[src/rtl/adpcm_sample_seq_if.sv]
// CPU register bus and sample-ROM fetch bus of the ADPCM sequencer.
// master = CPU/ROM side, slave = sequencer side.
interface adpcm_sample_seq_if #(
  parameter int ADDR_WIDTH = 16
);
  logic [1:0]            cpu_addr;
  logic [7:0]            cpu_din;
  logic                  cpu_wr;
  logic [7:0]            cpu_dout;
  logic [ADDR_WIDTH-1:0] rom_addr;
  logic                  rom_req;
  logic                  rom_ack;
  logic [7:0]            rom_data;

  modport master (
    output cpu_addr, cpu_din, cpu_wr, rom_ack, rom_data,
    input  cpu_dout, rom_addr, rom_req
  );

  modport slave (
    input  cpu_addr, cpu_din, cpu_wr, rom_ack, rom_data,
    output cpu_dout, rom_addr, rom_req
  );
endinterface

[src/rtl/adpcm_sample_seq.sv]
// ADPCM sample sequencer: fetches ROM bytes by page, emits nibbles (high first) one per cen_vclk, 1-clock latency.
// rom_req is a level held until rom_ack; optional irq_n output under `ADPCM_SEQ_IRQ_EN.
module adpcm_sample_seq #(
  parameter int ADDR_WIDTH = 16,
  parameter int VOL_WIDTH  = 4
) (
  input  logic                 clk,
  input  logic                 reset,
  input  logic                 cen_vclk,
  adpcm_sample_seq_if.slave    bus,
  output logic [3:0]           nibble,
  output logic                 nibble_valid,
  output logic [VOL_WIDTH-1:0] volume,
`ifdef ADPCM_SEQ_IRQ_EN
  output logic                 irq_n,
`endif
  output logic                 playing
);

  localparam int PW = ADDR_WIDTH - 8;
  localparam logic [ADDR_WIDTH-1:0] ADDR_ONE = {{(ADDR_WIDTH-1){1'b0}}, 1'b1};

  typedef enum logic [1:0] {S_IDLE, S_FETCH, S_HI, S_LO} state_t;

  state_t                state_q, state_d;
  logic [ADDR_WIDTH-1:0] addr_q, addr_d, addr_inc;
  logic [PW-1:0]         start_pg_q, start_pg_d;
  logic [PW-1:0]         end_pg_q, end_pg_d;
  logic [VOL_WIDTH-1:0]  vol_q, vol_d;
  logic                  loop_q, loop_d;
  logic                  done_q, done_d;
  logic                  underrun_q, underrun_d;
  logic [7:0]            buf_q, buf_d;
  logic [3:0]            nibble_q, nibble_d;
  logic                  nib_vld_q, nib_vld_d;
  logic                  restart_q, restart_d;
  logic                  stop_pend_q, stop_pend_d;
  logic                  rom_req_q;
  logic                  playing_q;
  logic                  irq_n_q, irq_n_d;

  logic wr_start, wr_end, wr_vol, wr_ctrl, ctl_stop, ctl_clr, step, outstanding;
  logic [PW-1:0] din_pg;

  assign wr_start    = bus.cpu_wr && (bus.cpu_addr == 2'd0);
  assign wr_end      = bus.cpu_wr && (bus.cpu_addr == 2'd1);
  assign wr_vol      = bus.cpu_wr && (bus.cpu_addr == 2'd2);
  assign wr_ctrl     = bus.cpu_wr && (bus.cpu_addr == 2'd3);
  assign ctl_stop    = wr_ctrl && bus.cpu_din[1];
  assign ctl_clr     = wr_ctrl && bus.cpu_din[2];
  assign din_pg      = bus.cpu_din[PW-1:0];
  // Start and stop writes win over a coincident nibble step; other writes let it through.
  assign step        = cen_vclk && !(wr_start || ctl_stop);
  assign outstanding = (state_q == S_FETCH);
  assign addr_inc    = addr_q + ADDR_ONE;

  always_comb begin
    state_d     = state_q;
    addr_d      = addr_q;
    start_pg_d  = start_pg_q;
    end_pg_d    = end_pg_q;
    vol_d       = vol_q;
    loop_d      = loop_q;
    done_d      = done_q;
    underrun_d  = underrun_q;
    buf_d       = buf_q;
    nibble_d    = nibble_q;
    nib_vld_d   = 1'b0;
    restart_d   = restart_q;
    stop_pend_d = stop_pend_q;
    irq_n_d     = irq_n_q;

    if (wr_end)  end_pg_d = din_pg;
    if (wr_vol)  vol_d    = bus.cpu_din[VOL_WIDTH-1:0];
    if (wr_ctrl) loop_d   = bus.cpu_din[0];

    case (state_q)
      S_FETCH: begin
        if (cen_vclk) underrun_d = 1'b1;
        if (bus.rom_ack) begin
          restart_d   = 1'b0;
          stop_pend_d = 1'b0;
          // An ack owed to a superseded request is swallowed here.
          if (stop_pend_q) begin
            state_d = S_IDLE;
          end else if (restart_q) begin
            addr_d = {start_pg_q, 8'h00};
            if (start_pg_q == end_pg_d) begin
              state_d = S_IDLE;
              done_d  = 1'b1;
            end else begin
              state_d = S_FETCH;
            end
          end else begin
            buf_d   = bus.rom_data;
            state_d = S_HI;
          end
        end
      end
      S_HI: begin
        if (step) begin
          nibble_d  = buf_q[7:4];
          nib_vld_d = 1'b1;
          state_d   = S_LO;
        end
      end
      S_LO: begin
        if (step) begin
          nibble_d  = buf_q[3:0];
          nib_vld_d = 1'b1;
          if (addr_inc[ADDR_WIDTH-1:8] == end_pg_d) begin
            if (loop_d) begin
              addr_d  = {start_pg_q, 8'h00};
              state_d = S_FETCH;
            end else begin
              addr_d  = addr_inc;
              state_d = S_IDLE;
              done_d  = 1'b1;
            end
          end else begin
            addr_d  = addr_inc;
            state_d = S_FETCH;
          end
        end
      end
      default: ;
    endcase

    if (ctl_clr) begin
      done_d     = 1'b0;
      underrun_d = 1'b0;
    end

    if (wr_start) begin
      start_pg_d  = din_pg;
      done_d      = 1'b0;
      underrun_d  = 1'b0;
      stop_pend_d = 1'b0;
      if (outstanding && !bus.rom_ack) begin
        // Keep the address stable until the in-flight request is acked.
        restart_d = 1'b1;
        state_d   = S_FETCH;
      end else begin
        restart_d = 1'b0;
        addr_d    = {din_pg, 8'h00};
        if (din_pg == end_pg_d) begin
          state_d = S_IDLE;
          done_d  = 1'b1;
        end else begin
          state_d = S_FETCH;
        end
      end
    end else if (ctl_stop) begin
      restart_d = 1'b0;
      if (outstanding && !bus.rom_ack) begin
        stop_pend_d = 1'b1;
        state_d     = S_FETCH;
      end else begin
        stop_pend_d = 1'b0;
        state_d     = S_IDLE;
      end
    end

    if (wr_start || ctl_clr) irq_n_d = 1'b1;
    if (done_d && (!done_q || wr_start || ctl_clr)) irq_n_d = 1'b0;
  end

  always_ff @(posedge clk) begin
    if (reset) begin
      state_q     <= S_IDLE;
      addr_q      <= '0;
      start_pg_q  <= '0;
      end_pg_q    <= '0;
      vol_q       <= '0;
      loop_q      <= 1'b0;
      done_q      <= 1'b0;
      underrun_q  <= 1'b0;
      buf_q       <= 8'h00;
      nibble_q    <= 4'h0;
      nib_vld_q   <= 1'b0;
      restart_q   <= 1'b0;
      stop_pend_q <= 1'b0;
      rom_req_q   <= 1'b0;
      playing_q   <= 1'b0;
      irq_n_q     <= 1'b1;
    end else begin
      state_q     <= state_d;
      addr_q      <= addr_d;
      start_pg_q  <= start_pg_d;
      end_pg_q    <= end_pg_d;
      vol_q       <= vol_d;
      loop_q      <= loop_d;
      done_q      <= done_d;
      underrun_q  <= underrun_d;
      buf_q       <= buf_d;
      nibble_q    <= nibble_d;
      nib_vld_q   <= nib_vld_d;
      restart_q   <= restart_d;
      stop_pend_q <= stop_pend_d;
      rom_req_q   <= (state_d == S_FETCH);
      playing_q   <= (state_d != S_IDLE);
      irq_n_q     <= irq_n_d;
    end
  end

  assign bus.rom_addr = addr_q;
  assign bus.rom_req  = rom_req_q;
  assign bus.cpu_dout = {5'b00000, underrun_q, done_q, playing_q};
  assign nibble       = nibble_q;
  assign nibble_valid = nib_vld_q;
  assign volume       = vol_q;
  assign playing      = playing_q;

`ifdef ADPCM_SEQ_IRQ_EN
  assign irq_n = irq_n_q;
`else
  logic unused_irq;
  assign unused_irq = irq_n_d ^ irq_n_q;
`endif

endmodule

[src/flat_wrapper.sv]
// flat-port wrapper written by rule: the top's interface ports become plain ports
module adpcm_sample_seq_flat 
#(
  parameter int ADDR_WIDTH = 16,
  parameter int VOL_WIDTH  = 4
)
  (clk, reset, cen_vclk, nibble, nibble_valid, volume, playing, bus_cpu_addr, bus_cpu_din, bus_cpu_wr, bus_rom_ack, bus_rom_data, bus_cpu_dout, bus_rom_addr, bus_rom_req);
  adpcm_sample_seq_if #(.ADDR_WIDTH(ADDR_WIDTH)) bus_i ();
  input  logic clk;
  input  logic reset;
  input  logic cen_vclk;
  output logic [3:0] nibble;
  output logic nibble_valid;
  output logic [VOL_WIDTH-1:0] volume;
  output logic playing;
  input wire logic [$bits(bus_i.cpu_addr)-1:0] bus_cpu_addr;
  input wire logic [$bits(bus_i.cpu_din)-1:0] bus_cpu_din;
  input wire logic [$bits(bus_i.cpu_wr)-1:0] bus_cpu_wr;
  input wire logic [$bits(bus_i.rom_ack)-1:0] bus_rom_ack;
  input wire logic [$bits(bus_i.rom_data)-1:0] bus_rom_data;
  output wire logic [$bits(bus_i.cpu_dout)-1:0] bus_cpu_dout;
  output wire logic [$bits(bus_i.rom_addr)-1:0] bus_rom_addr;
  output wire logic [$bits(bus_i.rom_req)-1:0] bus_rom_req;
  assign bus_i.cpu_addr = bus_cpu_addr;
  assign bus_i.cpu_din = bus_cpu_din;
  assign bus_i.cpu_wr = bus_cpu_wr;
  assign bus_i.rom_ack = bus_rom_ack;
  assign bus_i.rom_data = bus_rom_data;
  assign bus_cpu_dout = bus_i.cpu_dout;
  assign bus_rom_addr = bus_i.rom_addr;
  assign bus_rom_req = bus_i.rom_req;
  adpcm_sample_seq #(.ADDR_WIDTH(ADDR_WIDTH), .VOL_WIDTH(VOL_WIDTH)) u_core (.clk(clk), .reset(reset), .cen_vclk(cen_vclk), .bus(bus_i), .nibble(nibble), .nibble_valid(nibble_valid), .volume(volume), .playing(playing));
endmodule
[config.mk]
export PLATFORM = sky130hd
export DESIGN_NAME = adpcm_sample_seq_flat
export DESIGN_NICKNAME = d
export VERILOG_FILES = /design/src/rtl/adpcm_sample_seq_if.sv /design/src/rtl/adpcm_sample_seq.sv /design/src/flat_wrapper.sv
export SDC_FILE = /design/constraint.sdc
export NUM_CORES = 1
export LEC_CHECK = 0
export CELL_PAD_IN_SITES_DETAIL_PLACEMENT = 1
export CELL_PAD_IN_SITES_GLOBAL_PLACEMENT = 1
export CORE_ASPECT_RATIO = 1.2
export CORE_MARGIN = 2
export CORE_UTILIZATION = 47
export DETAILED_ROUTE_END_ITERATION = 6
export DONT_BUFFER_PORTS = 1
export PLACE_DENSITY = 0.9
export SYNTH_ARGS = -nofsm -noshare
export SYNTH_HDL_FRONTEND = slang
export SYNTH_SLANG_ARGS = --single-unit
[constraint.sdc]
create_clock -name clk -period 3.3 [get_ports clk]
set_input_delay 0.66 -clock clk [delete_from_list [all_inputs] [get_ports clk]]
set_output_delay 0.66 -clock clk [all_outputs]
set_load 0.01 [all_outputs]
# Yosys cells after proc, flatten, opt, wreduce, memory -nomap -nowiden
# Index checks and enable logic that the tools add are counted.
[classes] n_addsub=1 n_mux=47 n_bitwise=3 n_reduce_logical=29 eq_ne=19
[ops] operator="$mux W16" count=8
[ops] operator="$pmux W16 S2" count=1
[ops] operator="$eq A8 B8 Y1" count=3
[ops] operator="$mux W1" count=24
[ops] operator="$add A16 B1 Y16 const B" count=1
[ops] operator="$mux W2" count=8
[ops] operator="$ne A4 B1 Y1 const B" count=3
[ops] operator="$eq A2 B2 Y1 const B" count=4
[ops] operator="$logic_and A1 B1 Y1" count=8
[ops] operator="$mux W4" count=2
[ops] operator="$mux W8" count=1
[ops] operator="$ne A4 B2 Y1 const B" count=2
[ops] operator="$ne A4 B4 Y1 const B" count=2
[ops] operator="$pmux W4 S2" count=1
[ops] operator="$reduce_and A8 Y1" count=1
[ops] operator="$reduce_bool A2 Y1" count=4
[ops] operator="$eq A2 B1 Y1 const B" count=3
[ops] operator="$pmux W2 S3" count=1
[ops] operator="$reduce_and A2 Y1" count=3
[ops] operator="$reduce_bool A3 Y1" count=2
[ops] operator="$reduce_or A2 Y1" count=3
[ops] operator="$ne A2 B1 Y1 const B" count=2
[ops] operator="$reduce_and A4 Y1" count=1
[ops] operator="$reduce_bool A4 Y1" count=1
[ops] operator="7 further kinds" count=10
[word_totals] regBits=58 output_inout_bits=35

# Logic depth before layout (Yosys ltp)
[logic_depth] depth_word=12 mapped_depth=11 depth_no_buf=9

# Worst setup path before layout
# No wires, ideal clock.
[synth_timing] path_kind="input -> register" from="in bus_cpu_addr[1]" to="reg u_core.addr_q[5] (netlist: u_core.bus.rom_addr[5])" t_arrival_ns=2.766 cell_stages=10 setup_ns=0.116 setup_slack_ns=0.417 path_cell_list="buf_2 nand3b_4 buf_2 mux2i_1 xor3_1 nor4_1 nor2b_1 nand2_1 o221a_1 a31o_2"
[synth_between] elab_chain_len=10 elab_cells_between_ends=19
[synth_lines] element="start, declared" line_no="flat_wrapper.sv:16" source="input wire logic [$bits(bus_i.cpu_addr)-1:0] bus_cpu_addr;"
[synth_lines] element="parallel branches: the longest is 9 deep, another holds $mux W16"
[synth_lines] element="$mux W16 *" line_no="adpcm_sample_seq.sv:134" source="if (wr_start) begin"
[synth_lines] element="end signal, assigned" line_no="adpcm_sample_seq.sv:188" source="addr_q <= addr_d;"
[synth_lines] element="end, declared" line_no="adpcm_sample_seq.sv:26" source="logic [ADDR_WIDTH-1:0] addr_q, addr_d, addr_inc;"
# Mark *: on every way between the ends.
# A chain may end at the register's enable or synchronous reset.

# Final worst setup path
[layout_timing] from="reg u_core.addr_q[5] (netlist: u_core.bus.rom_addr[5])" to="reg u_core.addr_q[4] (netlist: u_core.bus.rom_addr[4])"
[layout_between] elab_chain_len=7
[layout_lines] element="$add A16 B1 Y16 *" line_no="adpcm_sample_seq.sv:55" source="assign addr_inc = addr_q + ADDR_ONE;"
[layout_lines] element="$eq A8 B8 Y1 *" line_no="adpcm_sample_seq.sv:111" source="if (addr_inc[ADDR_WIDTH-1:8] == end_pg_d) begin"
[layout_lines] element="$mux W16 *" line_no="adpcm_sample_seq.sv:111"
[layout_lines] element="$mux W16 *" line_no="adpcm_sample_seq.sv:108" source="if (step) begin"
[layout_lines] element="$pmux W16 S2 *" line_no="adpcm_sample_seq.sv:77" source="case (state_q)"
[layout_lines] element="$mux W16" line_no="adpcm_sample_seq.sv:139" source="if (outstanding && !bus.rom_ack) begin"
[layout_lines] element="$mux W16 *" line_no="adpcm_sample_seq.sv:134"
# Mark *: on every way between the ends. The rest lies on a longest branch, timed or not.

==> reports/qor.yml <==
cp.buffers_inverters: 1
clock_tree_from_tritoncts: "built"
finalMaxSlewViolations: 0
routed_wire_length_per_instance_um: 21.2
netlist-cell-type-count: 61
worst_setup_path_startpoint: "u_core.bus.rom_addr[5]$_SDFF_PP0_"
achievable-frequency_ghz: 0.326
clkTransAtPathRegs_ns: 0.07
design.die.area_um2: 8240
relSlewSlack: 0.475
number_of_global_route_vias_before_repair: 3690
synth_warnings: 0
finalNetCount: 480
final-hold-violation-count: 0
synth_top_area_frac: 0.328
use_met2: 0.509
syn_to_final_growth_pct: 9.12
worstHoldPathType: "in2reg"
critPathArrivalTime_ns: 3.29
routed_wirelength_um: 11700
worst_clock_skew_ns: 0.0118
cts_max_path_buffers: 2
gr_util_all_layers: 0.288
worstPathMaxFanout: 10
antenna_found_initial: 0
global_route_wire_length_before_repair_um: 18700
core_area_um2: 7270
run_status: "finished, final reports clean"
initial_utilization: 0.487
final_antenna_net_count: 0
ys_top_cells_by_count: "sky130_fd_sc_hd__nand2_1 (77), sky130_fd_sc_hd__dfxtp_1 (58), sky130_fd_sc_hd__a21oi_1 (42)"
synth_edf_count: 0
grtUsageMet3: 0.0737
antenna-diode-count: 0
storage_element_area_um2: 1160
numCtsBuffers: 9
crit_slowest_cell: "sky130_fd_sc_hd__dfxtp_1"
tritoncts_sinks: 58
commonest_register_cell_after_synthesis: "sky130_fd_sc_hd__dfxtp_1"
multiInputGateArea_um2: 2170
clock_latency_at_the_later_pin_of_the_worst_skew_pair_ns: 0.36
remaining_overflow_grt: 0
clock_power_share: 0.459
maximum_number_of_pins_on_one_net_before_global_route_repair: 44
drt_drc_violations_left: 0
design.portCount: 58
drive_above_1_share: 0.113
drv.max_cap_violation_count: 0
start_kind: "register"
netlist_area_um2: 3540
tightestPinTransition_ns: 0.787
regToRegStartpoint: "u_core.bus.rom_addr[5]$_SDFF_PP0_"
worst_min_delay_path_startpoint: "reset"
power_per_cell_area_nw_per_um2: 420
critical_path.endpoint_type: "register"
synth.yosys.seq_area_share: 0.328
drtPass1Iterations: 5
synth.top_cells.by_area: "sky130_fd_sc_hd__dfxtp_1 (33%), sky130_fd_sc_hd__nand2_1 (8.2%), sky130_fd_sc_hd__a21oi_1 (5.9%)"
crit_family: "simple AND/OR/NAND/NOR gates"
synth-seq-cells: 58
power.combinational.fraction: 0.094
final-setup-viol-count: 0
critical-path-max-stage-delay_ns: 0.53
yosys.area.top_type: "sky130_fd_sc_hd__dfxtp_1"
worstPathRequired_ns: 3.52
global_route.usage.met1: 0.321
globalRoute.busiestLayer: "met2"
drc_violation_total_after_the_first_tritonroute_iteration: 230
seqPwrFrac: 0.447
rsz_0062_raised_after_global_routing: "no"
yosys.cell_count.top_type: "sky130_fd_sc_hd__nand2_1"
gp_routability_congestion: 0.875
synth.avg_cell_area_um2: 7.73
layout.filler_cells: 908
p_int_mw: 1.20
post-dp-hpwl_um: 8310
holdBufCountCts: 0
finalCriticalPeriod_ns: 3.07
setup_total_negative_slack_ns: 0
fin_worst_hold_slack_ns: 0.379
ir_worst_vdd_uv: 352
viasPerCell: 6.47
horizontal_die_dimension_um: 83.2
htree_levels: 3
chipHeight_um: 99.1
rows: 34
synthesis.instances: 458
buffers_added_on_ports: 0
crit_path_cell_trace: "nand4_4 -> nor3_1 -> xnor3_1 -> nor4_1 -> nor2b_1 -> nand2_1 -> buf_4 -> o2111ai_1 -> nand3_1"
synthArstFlopShare: 0
net-switching-power_mw: 0.428
total_via_count_in_the_routed_design: 3567
period_share: 0.930
cts_root_buffer: "sky130_fd_sc_hd__clkbuf_8"
path_class: "reg2reg"
power.static_leakage_nw: 1.44
switching_share: 0.264
-- per-stage QoR --
step | cell area, µm² | total power [mW] | instances | util | worst slack [ns]
after CTS | 3840 | 1.63 | 549 | 0.528 | 0.207
after floorplan | 3550 | 0.864 | 462 | - | 0.417
after global routing | 3860 | 1.67 | 551 | 0.531 | 0.0437
final | 3860 | 1.62 | 551 | 0.531 | 0.232
after detailed placement | 3620 | 0.890 | 533 | 0.498 | 0.155
after global placement | 3620 | 0.882 | 533 | 0.498 | 0.288
-- cells in the final DEF, fill, tap and decap left out, drive strengths merged, types with 3 or more instances in the layout --
master	instances
a22o	3
clkinv	3
conb	5
nor2	39
a221o	4
a41oi	6
clkbuf	9
and2	7
inv	10
a31oi	6
a311oi	4
dfxtp	58
and3	7
mux2i	10
a221oi	7
a21oi	42
nor2b	3
o21ai	12
or3	4
xnor2	15
nand2b	11
o31a	5
nor3	11
o221a	4
buf	22
nand2	77
o211ai	5
a21o	3
nand3	15
nor4	8
a211oi	5
o22ai	6
nand4	6
-- layout make-up --
| class | instances | share of cell area |
|---|---|---|
| Tap cell | 90 | 0.0292 |
| Inverter | 10 | 0.00972 |
| Clock inverter | 7 | 0.0243 |
| Clock buffer | 9 | 0.0321 |
| Timing Repair Buffer | 22 | 0.0428 |
| Multi-Input combinational cell | 355 | 0.561 |
| Sequential cell | 58 | 0.301 |
-- power groups by stage --
stage / combinational, mW / sequential [mW] / clock, mW
detailed placement: 0.148 / 0.742 / 0
global route: 0.165 / 0.727 / 0.783
finish: 0.152 / 0.726 / 0.744
floorplan: 0.127 / 0.738 / 0
CTS: 0.150 / 0.726 / 0.754
global placement: 0.141 / 0.741 / 0
-- worst register-to-register path: stages, from the launching register on --
cell                        delay (ns)
sky130_fd_sc_hd__dfxtp_1          0.53
sky130_fd_sc_hd__nand4_4          0.24
sky130_fd_sc_hd__nor3_1           0.34
sky130_fd_sc_hd__xnor3_1          0.38
sky130_fd_sc_hd__nor4_1           0.40
sky130_fd_sc_hd__nor2b_1          0.27
sky130_fd_sc_hd__nand2_1          0.23
sky130_fd_sc_hd__buf_4            0.26
sky130_fd_sc_hd__o2111ai_1        0.19
sky130_fd_sc_hd__nand3_1          0.10
-- logic make-up after synthesis --
logic type	after synthesis	share of synthesized area
simple gates	197	0.277
compound gates	124	0.240
flops	58	0.328
buf+inv	49	0.0650
xor+xnor	18	0.0566
mux	10	0.0283
fa+ha+maj	1	0.00353
other cells	1	0.00106
-- per-layer routing --
| layer | vias to the layer above | part of all wire |
|---|---|---|
| met5 | - | 0 |
| met3 | 41 | 0.062 |
| li1 | 1642 | - |
| met1 | 1746 | 0.40 |
| met4 | 0 | 0.037 |
| met2 | 138 | 0.50 |
-- what timing repair did --
item / CTS / global route
resized for setup: 0 / 1
endpoints found under the hold margin: 0 / 0
buffers inserted: 0 / 2
setup endpoints to repair: 0 / 7
-- worst paths after layout --
path                                  endpoint  slack, ns  cells after the start
max          u_core.bus.rom_addr[4]$_SDFF_PP0_       0.23                      9
min          u_core.bus.rom_addr[8]$_SDFF_PP0_       0.38                      1
max reg2reg  u_core.bus.rom_addr[4]$_SDFF_PP0_       0.23                      9
min reg2reg       u_core.buf_q[1]$_SDFFE_PP0P_       0.45                      2
-- registers in the layout (all words and copies together), names as in the netlist, 2 cells and up --
register and count:
u_core.bus.rom_addr 16, u_core.buf_q 8, u_core.state_q 2, u_core.volume 4
u_core.start_pg_q 8, u_core.nibble 4, u_core.end_pg_q 8
(Power assumes the default switching activity.)
